--- src/rtl/quadrant_paint_sequencer.sv ---
// quadrant_paint_sequencer
// Advances a one-hot quadrant selector on each push-button release and
// fills the newly selected quadrant of the framebuffer with a latched colour
// through a req/ack write port.
//
// Optional feature: define QUADRANT_PAINT_DEBOUNCE_EN to insert a debounce
// filter (DEB_CYCLES stable cycles) after the button synchronizer.
//
// Ports:
//   clk      in   system clock, rising edge
//   reset    in   synchronous active-high reset
//   boton    in   raw push-button (async), 1 = pressed
//   color    in   RGB332 fill colour, sampled when a fill starts
//   quad     out  one-hot quadrant (bit0 TL, bit1 TR, bit2 BL, bit3 BR)
//   wr_req   out  pixel write request
//   wr_ack   in   write accepted on a rising edge while wr_req is high
//   wr_addr  out  pixel address y*H_RES + x
//   wr_data  out  pixel colour
//   busy     out  high while filling
//   done     out  one-cycle pulse after the last pixel is accepted
`timescale 1ns/1ps

module quadrant_paint_sequencer #(
  parameter int unsigned H_RES      = 640,
  parameter int unsigned V_RES      = 480,
  parameter int unsigned ADDR_W     = 19,
  parameter int unsigned DEB_CYCLES = 4
) (
  input  logic              clk,
  input  logic              reset,
  input  logic              boton,
  input  logic [7:0]        color,
  output logic [3:0]        quad,
  output logic              wr_req,
  input  logic              wr_ack,
  output logic [ADDR_W-1:0] wr_addr,
  output logic [7:0]        wr_data,
  output logic              busy,
  output logic              done
);

  localparam int unsigned HALF_H = H_RES / 2;
  localparam int unsigned HALF_V = V_RES / 2;
  localparam int unsigned X_W    = (H_RES > 1) ? $clog2(H_RES) : 1;
  localparam int unsigned Y_W    = (V_RES > 1) ? $clog2(V_RES) : 1;

  // Row base of the bottom half and the per-row stride, both constants.
  localparam logic [ADDR_W-1:0] BOT_BASE = ADDR_W'(HALF_V * H_RES);
  localparam logic [ADDR_W-1:0] ROW_STEP = ADDR_W'(H_RES);

  typedef enum logic [1:0] {
    S_IDLE = 2'd0,
    S_FILL = 2'd1,
    S_DONE = 2'd2
  } state_t;

  state_t            state;
  logic              sync1;
  logic              sync2;
  logic              btn_f;
  logic              btn_q;
  logic              rel_evt;

  logic [X_W-1:0]    x;
  logic [X_W-1:0]    x_org;
  logic [X_W-1:0]    x_end;
  logic [Y_W-1:0]    y;
  logic [Y_W-1:0]    y_end;
  logic [ADDR_W-1:0] row_base;

  logic [3:0]        quad_nxt;
  logic [X_W-1:0]    org_x;
  logic [Y_W-1:0]    org_y;
  logic [ADDR_W-1:0] org_base;
  logic              row_end;
  logic              last_px;
  logic [X_W-1:0]    x_nxt;
  logic [ADDR_W-1:0] base_nxt;

  // Two-flop synchronizer for the asynchronous button.
  always_ff @(posedge clk) begin
    if (reset) begin
      sync1 <= 1'b0;
      sync2 <= 1'b0;
    end else begin
      sync1 <= boton;
      sync2 <= sync1;
    end
  end

`ifdef QUADRANT_PAINT_DEBOUNCE_EN
  localparam int unsigned CNT_W = (DEB_CYCLES > 1) ? $clog2(DEB_CYCLES + 1) : 1;

  logic [CNT_W-1:0] deb_cnt;

  // btn_f follows the synchronized button only after DEB_CYCLES consecutive
  // cycles of disagreement; any agreement restarts the count.
  always_ff @(posedge clk) begin
    if (reset) begin
      deb_cnt <= '0;
      btn_f   <= 1'b0;
    end else if (sync2 != btn_f) begin
      if (deb_cnt == CNT_W'(DEB_CYCLES - 1)) begin
        btn_f   <= sync2;
        deb_cnt <= '0;
      end else begin
        deb_cnt <= deb_cnt + CNT_W'(1);
      end
    end else begin
      deb_cnt <= '0;
    end
  end
`else
  assign btn_f = sync2;
`endif

  // Release = filtered button falls.
  always_ff @(posedge clk) begin
    if (reset) begin
      btn_q <= 1'b0;
    end else begin
      btn_q <= btn_f;
    end
  end

  assign rel_evt = btn_q & ~btn_f;

  // Next quadrant, its origin, and the pixel-walk increment.
  always_comb begin
    quad_nxt = {quad[2:0], quad[3]};
    org_x    = (quad_nxt[1] | quad_nxt[3]) ? X_W'(HALF_H) : '0;
    org_y    = (quad_nxt[2] | quad_nxt[3]) ? Y_W'(HALF_V) : '0;
    org_base = (quad_nxt[2] | quad_nxt[3]) ? BOT_BASE : '0;
    row_end  = (x == x_end);
    last_px  = row_end && (y == y_end);
    x_nxt    = row_end ? x_org : x + X_W'(1);
    base_nxt = row_end ? row_base + ROW_STEP : row_base;
  end

  // Sequencer FSM with registered outputs.
  always_ff @(posedge clk) begin
    if (reset) begin
      state    <= S_IDLE;
      quad     <= 4'b0001;
      wr_req   <= 1'b0;
      wr_addr  <= '0;
      wr_data  <= '0;
      busy     <= 1'b0;
      done     <= 1'b0;
      x        <= '0;
      x_org    <= '0;
      x_end    <= '0;
      y        <= '0;
      y_end    <= '0;
      row_base <= '0;
    end else begin
      done <= 1'b0;
      case (state)
        S_IDLE: begin
          if (rel_evt) begin
            quad     <= quad_nxt;
            wr_data  <= color;
            x        <= org_x;
            x_org    <= org_x;
            x_end    <= org_x + X_W'(HALF_H - 1);
            y        <= org_y;
            y_end    <= org_y + Y_W'(HALF_V - 1);
            row_base <= org_base;
            wr_addr  <= org_base + ADDR_W'(org_x);
            wr_req   <= 1'b1;
            busy     <= 1'b1;
            state    <= S_FILL;
          end
        end
        S_FILL: begin
          if (wr_ack) begin
            if (last_px) begin
              wr_req <= 1'b0;
              busy   <= 1'b0;
              done   <= 1'b1;
              state  <= S_DONE;
            end else begin
              x        <= x_nxt;
              row_base <= base_nxt;
              wr_addr  <= base_nxt + ADDR_W'(x_nxt);
              if (row_end) begin
                y <= y + Y_W'(1);
              end
            end
          end
        end
        S_DONE: begin
          state <= S_IDLE;
        end
        default: begin
          state <= S_IDLE;
        end
      endcase
    end
  end

endmodule

--- config.mk ---
export PLATFORM = sky130hd
export DESIGN_NAME = quadrant_paint_sequencer
export DESIGN_NICKNAME = d
export VERILOG_FILES = /design/src/rtl/quadrant_paint_sequencer.sv
export SDC_FILE = /design/constraint.sdc
export NUM_CORES = 1
export LEC_CHECK = 0
export CAP_MARGIN = 0
export CORE_ASPECT_RATIO = 0.5
export CORE_UTILIZATION = 45
export DETAILED_ROUTE_END_ITERATION = 10
export PLACE_DENSITY = 0.72
export SLEW_MARGIN = 10
export SYNTH_ARGS = -nofsm -noshare
export SYNTH_HDL_FRONTEND = slang
export SYNTH_SLANG_ARGS = --single-unit
--- constraint.sdc ---
create_clock -name clk -period 8.43 [get_ports clk]
set_clock_uncertainty 0.2 [all_clocks]
set_input_delay 1.2645 -clock clk [delete_from_list [all_inputs] [get_ports clk]]
set_output_delay 1.2645 -clock clk [all_outputs]
set_load 0.03 [all_outputs]
==> results of run 1 <==
[final cells by class]
class / instances / area (µm²)
Clock buffer: 10 / 229
Clock inverter: 6 / 36.3
Fill cell: 746 / 3240
Inverter: 4 / 15.0
Multi-Input combinational cell: 354 / 2080
Sequential cell: 72 / 1440
Tap cell: 108 / 135
Timing Repair Buffer: 49 / 475
[cells in the mapped netlist (all sizes together), types with 3 or more instances]
| master | count |
|---|---|
| inv | 3 |
| or3 | 8 |
| a31oi | 6 |
| nand3 | 21 |
| clkbuf | 16 |
| and2 | 3 |
| nand2 | 55 |
| nand4 | 6 |
| o21a | 3 |
| nor2b | 5 |
| a22oi | 10 |
| and3 | 5 |
| a21oi | 44 |
| xor2 | 16 |
| buf | 19 |
| nor3 | 22 |
| dfxtp | 72 |
| a32oi | 3 |
| xnor2 | 14 |
| ha | 6 |
| nor2 | 47 |
| o21ai | 30 |
| nor4 | 12 |
| a2111oi | 3 |
| a21o | 3 |
| o31ai | 3 |
[cells in the final DEF (no fill, tap or decap), types with 6 or more instances in the layout]
cell	instances
dfxtp_1	72
nand2_1	55
nor2_1	47
a21oi_1	44
clkdlybuf4s50_1	44
o21ai_0	28
nor3_1	21
nand3_1	21
xor2_1	16
xnor2_1	14
a22oi_1	10
nor4_1	9
clkbuf_16	9
or3_1	7
nand4_1	6
a31oi_1	6
ha_1	6
[metrics by stage]
stage          area, µm²  power, mW
2_1_floorplan       3710      0.405
3_3_place_gp        4150      0.423
3_5_place_dp        4150      0.423
4_1_cts             4410      0.766
5_1_grt             4410      0.788
6_report            4410      0.759
[sequential cells by signal, summed over array words and instances (netlist names)]
register / cells
btn_f: 1
x_org: 1
btn_q: 1
state: 2
wr_data: 8
wr_addr: 19
x: 8
done: 1
y_end: 3
busy: 1
quad: 4
sync1: 1
row_base: 12
x_end: 1
y: 9
[final timing paths]
path | depth (start not counted) | start | endpoint | slack [ps]
worst min register to register | 1 | sync1 | btn_f | 230
worst max register to register | 12 | x[6] | wr_addr[18] | 4260
worst max-delay path | 12 | x[6] | wr_addr[18] | 4260
worst min-delay path | 1 | sync1 | btn_f | 230
[metal layers]
layer / GRT usage / vias up
li1: - / 1716
met1: 0.310 / 1610
met2: 0.352 / 82
met3: 0.0769 / 10
met4: 0.0632 / 0
met5: 0 / -
[power by group through the flow]
stage / clock, mW / combinational, mW / sequential (mW)
2_1_floorplan: 0 / 0.0443 / 0.361
3_3_place_gp: 0 / 0.0661 / 0.357
3_5_place_dp: 0 / 0.0664 / 0.357
4_1_cts: 0.349 / 0.0670 / 0.349
5_1_grt: 0.365 / 0.0735 / 0.350
6_report: 0.342 / 0.0676 / 0.349
[worst register-to-register path: stages, from the launching register on]
cell     delay (ps)
dfxtp_1         360
or3_1           380
a211o_1         430
or3_4           500
nor2_1          160
a21oi_1          80
ha_1            340
a21o_1          160
a21oi_1         150
o32a_2          460
nor4_4          420
a41oi_1         190
o31ai_2         250
[kinds of logic (layout without fill, tap and decap cells)]
group                    count (synthesis)  in the layout
AO/OA/AOI/OAI                          120            120
adder cells (fa/ha/maj)                  6              6
multiplexers                             2              2
flip-flops                              72             72
XOR/XNOR                                30             30
AND/OR/NAND/NOR                        196            196
buffers and inverters                   39             69
==> reports/metrics.cfg, run 1 <==
[sta]
fmax_mhz = 240
layout_setup_ws_ps = 4260
period_share = 0.494
slew_headroom = 0.421
whs_ps = 234
hold_violations = 0
tightest_slew_ps = 868
tns_ps = 0
slew_violations = 0
setup_viol = 0
rsz0062_at_grt = false
final.min_clock_period_ps = 4170

[synthesis]
ys_seq_area_frac = 0.389
synth-compound-area-share = 0.202
synth_simple_gate_area_share = 0.261
synthAdderAreaFrac = 0.0202
yosysWarnings = 0
synth_top_area_frac = 0.389
synth_mux_area_frac = 0.00540
ys_seq_elements = 72
async_flop_share = 0
syn_avg_cell_area_um2 = 7.98
netlist_area_um2 = 3710
synth_xor_area_frac = 0.0709
synth_edf_count = 0
synth_top_family_by_area = simple AND/OR/NAND/NOR gates
synth_fp_nets = 483
ys_top_cells_by_area = dfxtp_1, a21oi_1, nand2_1
synth_cell_types = 60
yosys.area.top_type = dfxtp_1
synthFlopType = dfxtp_1
syn_inst = 465

[route]
routed-wl-met2_um = 3820
firstDrtPassIters = 4
ant_nets = 0
top_layer = met4
wl_um = 8940
vias_per_cell = 5.67
vias = 3418
met1Wirelength_um = 4290
drt_iter0_drc = 192
drcViolationCount = 0
post_drt_wl_per_cell_um = 14.8
wl_met3_um = 726

[power]
p_per_area_nw_per_um2 = 172
peakVddDrop_v = 0.000104
p_sw_uw = 193
combinationalPowerShare = 0.089
p_leak_nw = 1.55
p_int_uw = 566
power_frac_clock = 0.450
swShare = 0.254
sequentialPowerShare = 0.461

[floorplan]
boundaryPins = 46
fp.dieW_um = 130
rows = 22
start_util = 0.485
fp.dieArea_um2 = 8630
coreArea_um2 = 7650
die_h_um = 66.2

[placement]
place_inst = 587
portBuffers = 45
dp_slack_ps = 4320
place_congestion = 0.916
dp_hpwl_um = 6030

[cts]
clk_latency_ps = 340
clock_sinks = 72
cts_resized = 0
clock_path_buffers = 2
cts_hold_buffers = 0
clk_pin_slew_ps = 60
cts_setup_buffers = 0
htree_levels = 3
tritoncts = done
cts-buffers-inserted = 9
cts.root.buffer_cell = clkbuf_16

[critical_path]
cp_top_family = compound AO/OA/AOI/OAI gates
crit_path_max_fanout = 21
cp_cell_sequence = or3_1 -> a211o_1 -> or3_4 -> nor2_1 -> a21oi_1 -> ha_1 -> a21o_1 -> a21oi_1 -> o32a_2 -> nor4_4 -> a41oi_1 -> o31ai_2
cp_num_buf_inv = 0
slowest_delay_ps = 500
critPathLaunchType = register
required_ps = 8480
cp-end-kind = register
crit_slowest_cell = or3_4
cp_common_cell = a21oi_1
critPathKind = reg -> reg
crit_arrival_ps = 4220

[global_route]
grt_max_degree = 67
track_usage = 0.231
grt_overflow = 0
antenna_found_initial = 0
grt_pass1_vias = 3126
grt_pass1_wl_um = 14900

[finish]
num_antenna_cells = 0
final_nets = 508
drive_gt1_frac = 0.0626
area_growth_pct = 19.0
fin_cells = 603
final_util = 0.577

[status]
status = completed

[hold_path]
hp-class = reg -> reg

[flow_run]
max_cap_violations = 0

Power figures use the tool's default switching activity.
==> run 2, diff against run 1 <==
- clock period: 8.43 -> 4 ns (I/O delays scaled with it)
==> run 2 against run 1 <==
- combinational power up 130%
- critical path type unchanged
- flip-flop and latch count unchanged
- worst hold slack better by 19 ps
- non-clock buffer count up 9
- largest power group is now the clock network
==> reports/metrics.cfg, run 2 (synthesis results as in run 1) <==
[floorplan]
start_util = 0.485  ; unchanged
boundaryPins = 46  ; unchanged
fp.dieW_um = 130  ; unchanged
rows = 22  ; unchanged
die_h_um = 66.2  ; unchanged
fp.dieArea_um2 = 8630  ; unchanged
coreArea_um2 = 7650  ; unchanged

[flow_run]
max_cap_violations = 0  ; unchanged

[critical_path]
crit_path_max_fanout = 14  ; -33%
cp-end-kind = register
critPathKind = reg -> reg
crit_arrival_ps = 3790  ; -430 ps
required_ps = 4000  ; -4480 ps
critPathLaunchType = register

[sta]
tightest_slew_ps = 1080  ; +214 ps
tns_ps = 0  ; unchanged
setup_viol = 0  ; unchanged
slew_headroom = 0.271  ; -0.150
period_share = 0.948  ; +0.454
whs_ps = 253  ; +18.7 ps
layout_setup_ws_ps = 209  ; -4050 ps
rsz0062_at_grt = false
fmax_mhz = 264  ; +9.9%
slew_violations = 0  ; unchanged
hold_violations = 0  ; unchanged
final.min_clock_period_ps = 3790  ; -375 ps

[finish]
final_nets = 517  ; +1.8%
drive_gt1_frac = 0.0853  ; +0.0227
area_growth_pct = 22.5
final_common_cell = dfxtp_1
regMostFlops = wr_addr
num_antenna_cells = 0  ; unchanged
final_cell_mix = dfxtp_1, nand2_1, nor2_1
reg_top3 = wr_addr (19), row_base (12), y (9)
largest_reg_flops = 19  ; unchanged

[cts]
cts_setup_buffers = 0  ; unchanged
htree_levels = 3  ; unchanged
cts.root.buffer_cell = clkbuf_16
clk_latency_ps = 340  ; about the same
tritoncts = done
cts-buffers-inserted = 9  ; unchanged
clock_path_buffers = 2  ; unchanged
clock_sinks = 72  ; unchanged
clk_pin_slew_ps = 60  ; about the same

[route]
drcViolationCount = 0  ; unchanged
wl_um = 9110  ; +1.9%
drt_iter0_drc = 259  ; +35%
vias_per_cell = 5.68  ; +0.20%
post_drt_wl_per_cell_um = 14.9  ; +0.41%
vias = 3476  ; +1.7%
ant_nets = 0  ; unchanged
firstDrtPassIters = 4  ; unchanged

[placement]
portBuffers = 45  ; unchanged
dp_hpwl_um = 6120  ; +1.5%
place_congestion = 0.869  ; -5.1%
dp_slack_ps = 187  ; -4130 ps

[global_route]
grt_max_degree = 66  ; -1.5%
antenna_found_initial = 0  ; unchanged
grt_pass1_vias = 3059  ; -2.1%
grt_pass1_wl_um = 15100  ; +0.88%
track_usage = 0.232  ; +0.00131
grt_overflow = 0  ; unchanged

[hold_path]
hp-class = reg -> reg

[status]
status = completed

[power]
p_leak_nw = 1.62  ; +4.6%
peakVddDrop_v = 0.000249  ; +140%
p_per_area_nw_per_um2 = 387  ; +130%

[run 2: path summary, 6_finish.rpt]
| kind | startpoint | end | slack (ps) | depth (start not counted) |
|---|---|---|---|---|
| worst min register to register | wr_data[3] | wr_data[3] | 250 | 2 |
| worst max-delay path | x[6] | wr_addr[13] | 210 | 12 |
| worst max register to register | x[6] | wr_addr[13] | 210 | 12 |
| worst min-delay path | wr_data[3] | wr_data[3] | 250 | 2 |
[run 2: repair_timing]
item,in CTS,in global routing
resized for setup,0,2
hold buffers,0,0
setup endpoints to repair,0,5
[run 2: power breakdown]
| group | total (mW) | internal, mW | switching [mW] |
|---|---|---|---|
| combinational | 0.156 | 0.0592 | 0.0969 |
| sequential | 0.736 | 0.727 | 0.00913 |
| clock | 0.866 | 0.546 | 0.319 |
| total | 1.76 | 1.33 | 0.425 |
[run 2: metrics by stage]
| stage | total power [mW] | std cells | util | area [µm²] |
|---|---|---|---|---|
| finish | 1.76 | 612 | 0.594 | 4540 |
| detailed placement | 0.905 | 596 | 0.551 | 4220 |
| global route | 1.82 | 612 | 0.594 | 4540 |
| global placement | 0.904 | 596 | 0.551 | 4220 |
| floorplan | 0.854 | 465 | - | 3710 |
| CTS | 1.77 | 612 | 0.593 | 4540 |
[run 2: worst max-delay path, stage by stage (launching register included)]
cell	delay, ps
dfxtp_1	350
or3_1	380
a211o_1	320
or3_4	430
nor2_2	130
a21oi_1	70
ha_1	320
a21o_1	170
a21oi_2	110
o32a_2	440
or3_1	440
a32oi_1	210
nor2_1	50
[run 2: per-layer routing]
| metal | vias up | part of all wire | track usage |
|---|---|---|---|
| li1 | 1734 | - | - |
| met1 | 1629 | 0.50 | 0.327 |
| met2 | 102 | 0.43 | 0.338 |
| met3 | 11 | 0.060 | 0.0688 |
| met4 | 0 | 0.011 | 0.0690 |
| met5 | - | 0 | 0 |
[run 2: layout make-up]
type	count	area, µm²
clock buffers	9	225
clock inverters	7	95.1
fillers	709	3110
inverters	4	15.0
multi-input cells	354	2090
flip-flops and latches	72	1440
well taps	108	135
repair buffers	58	543
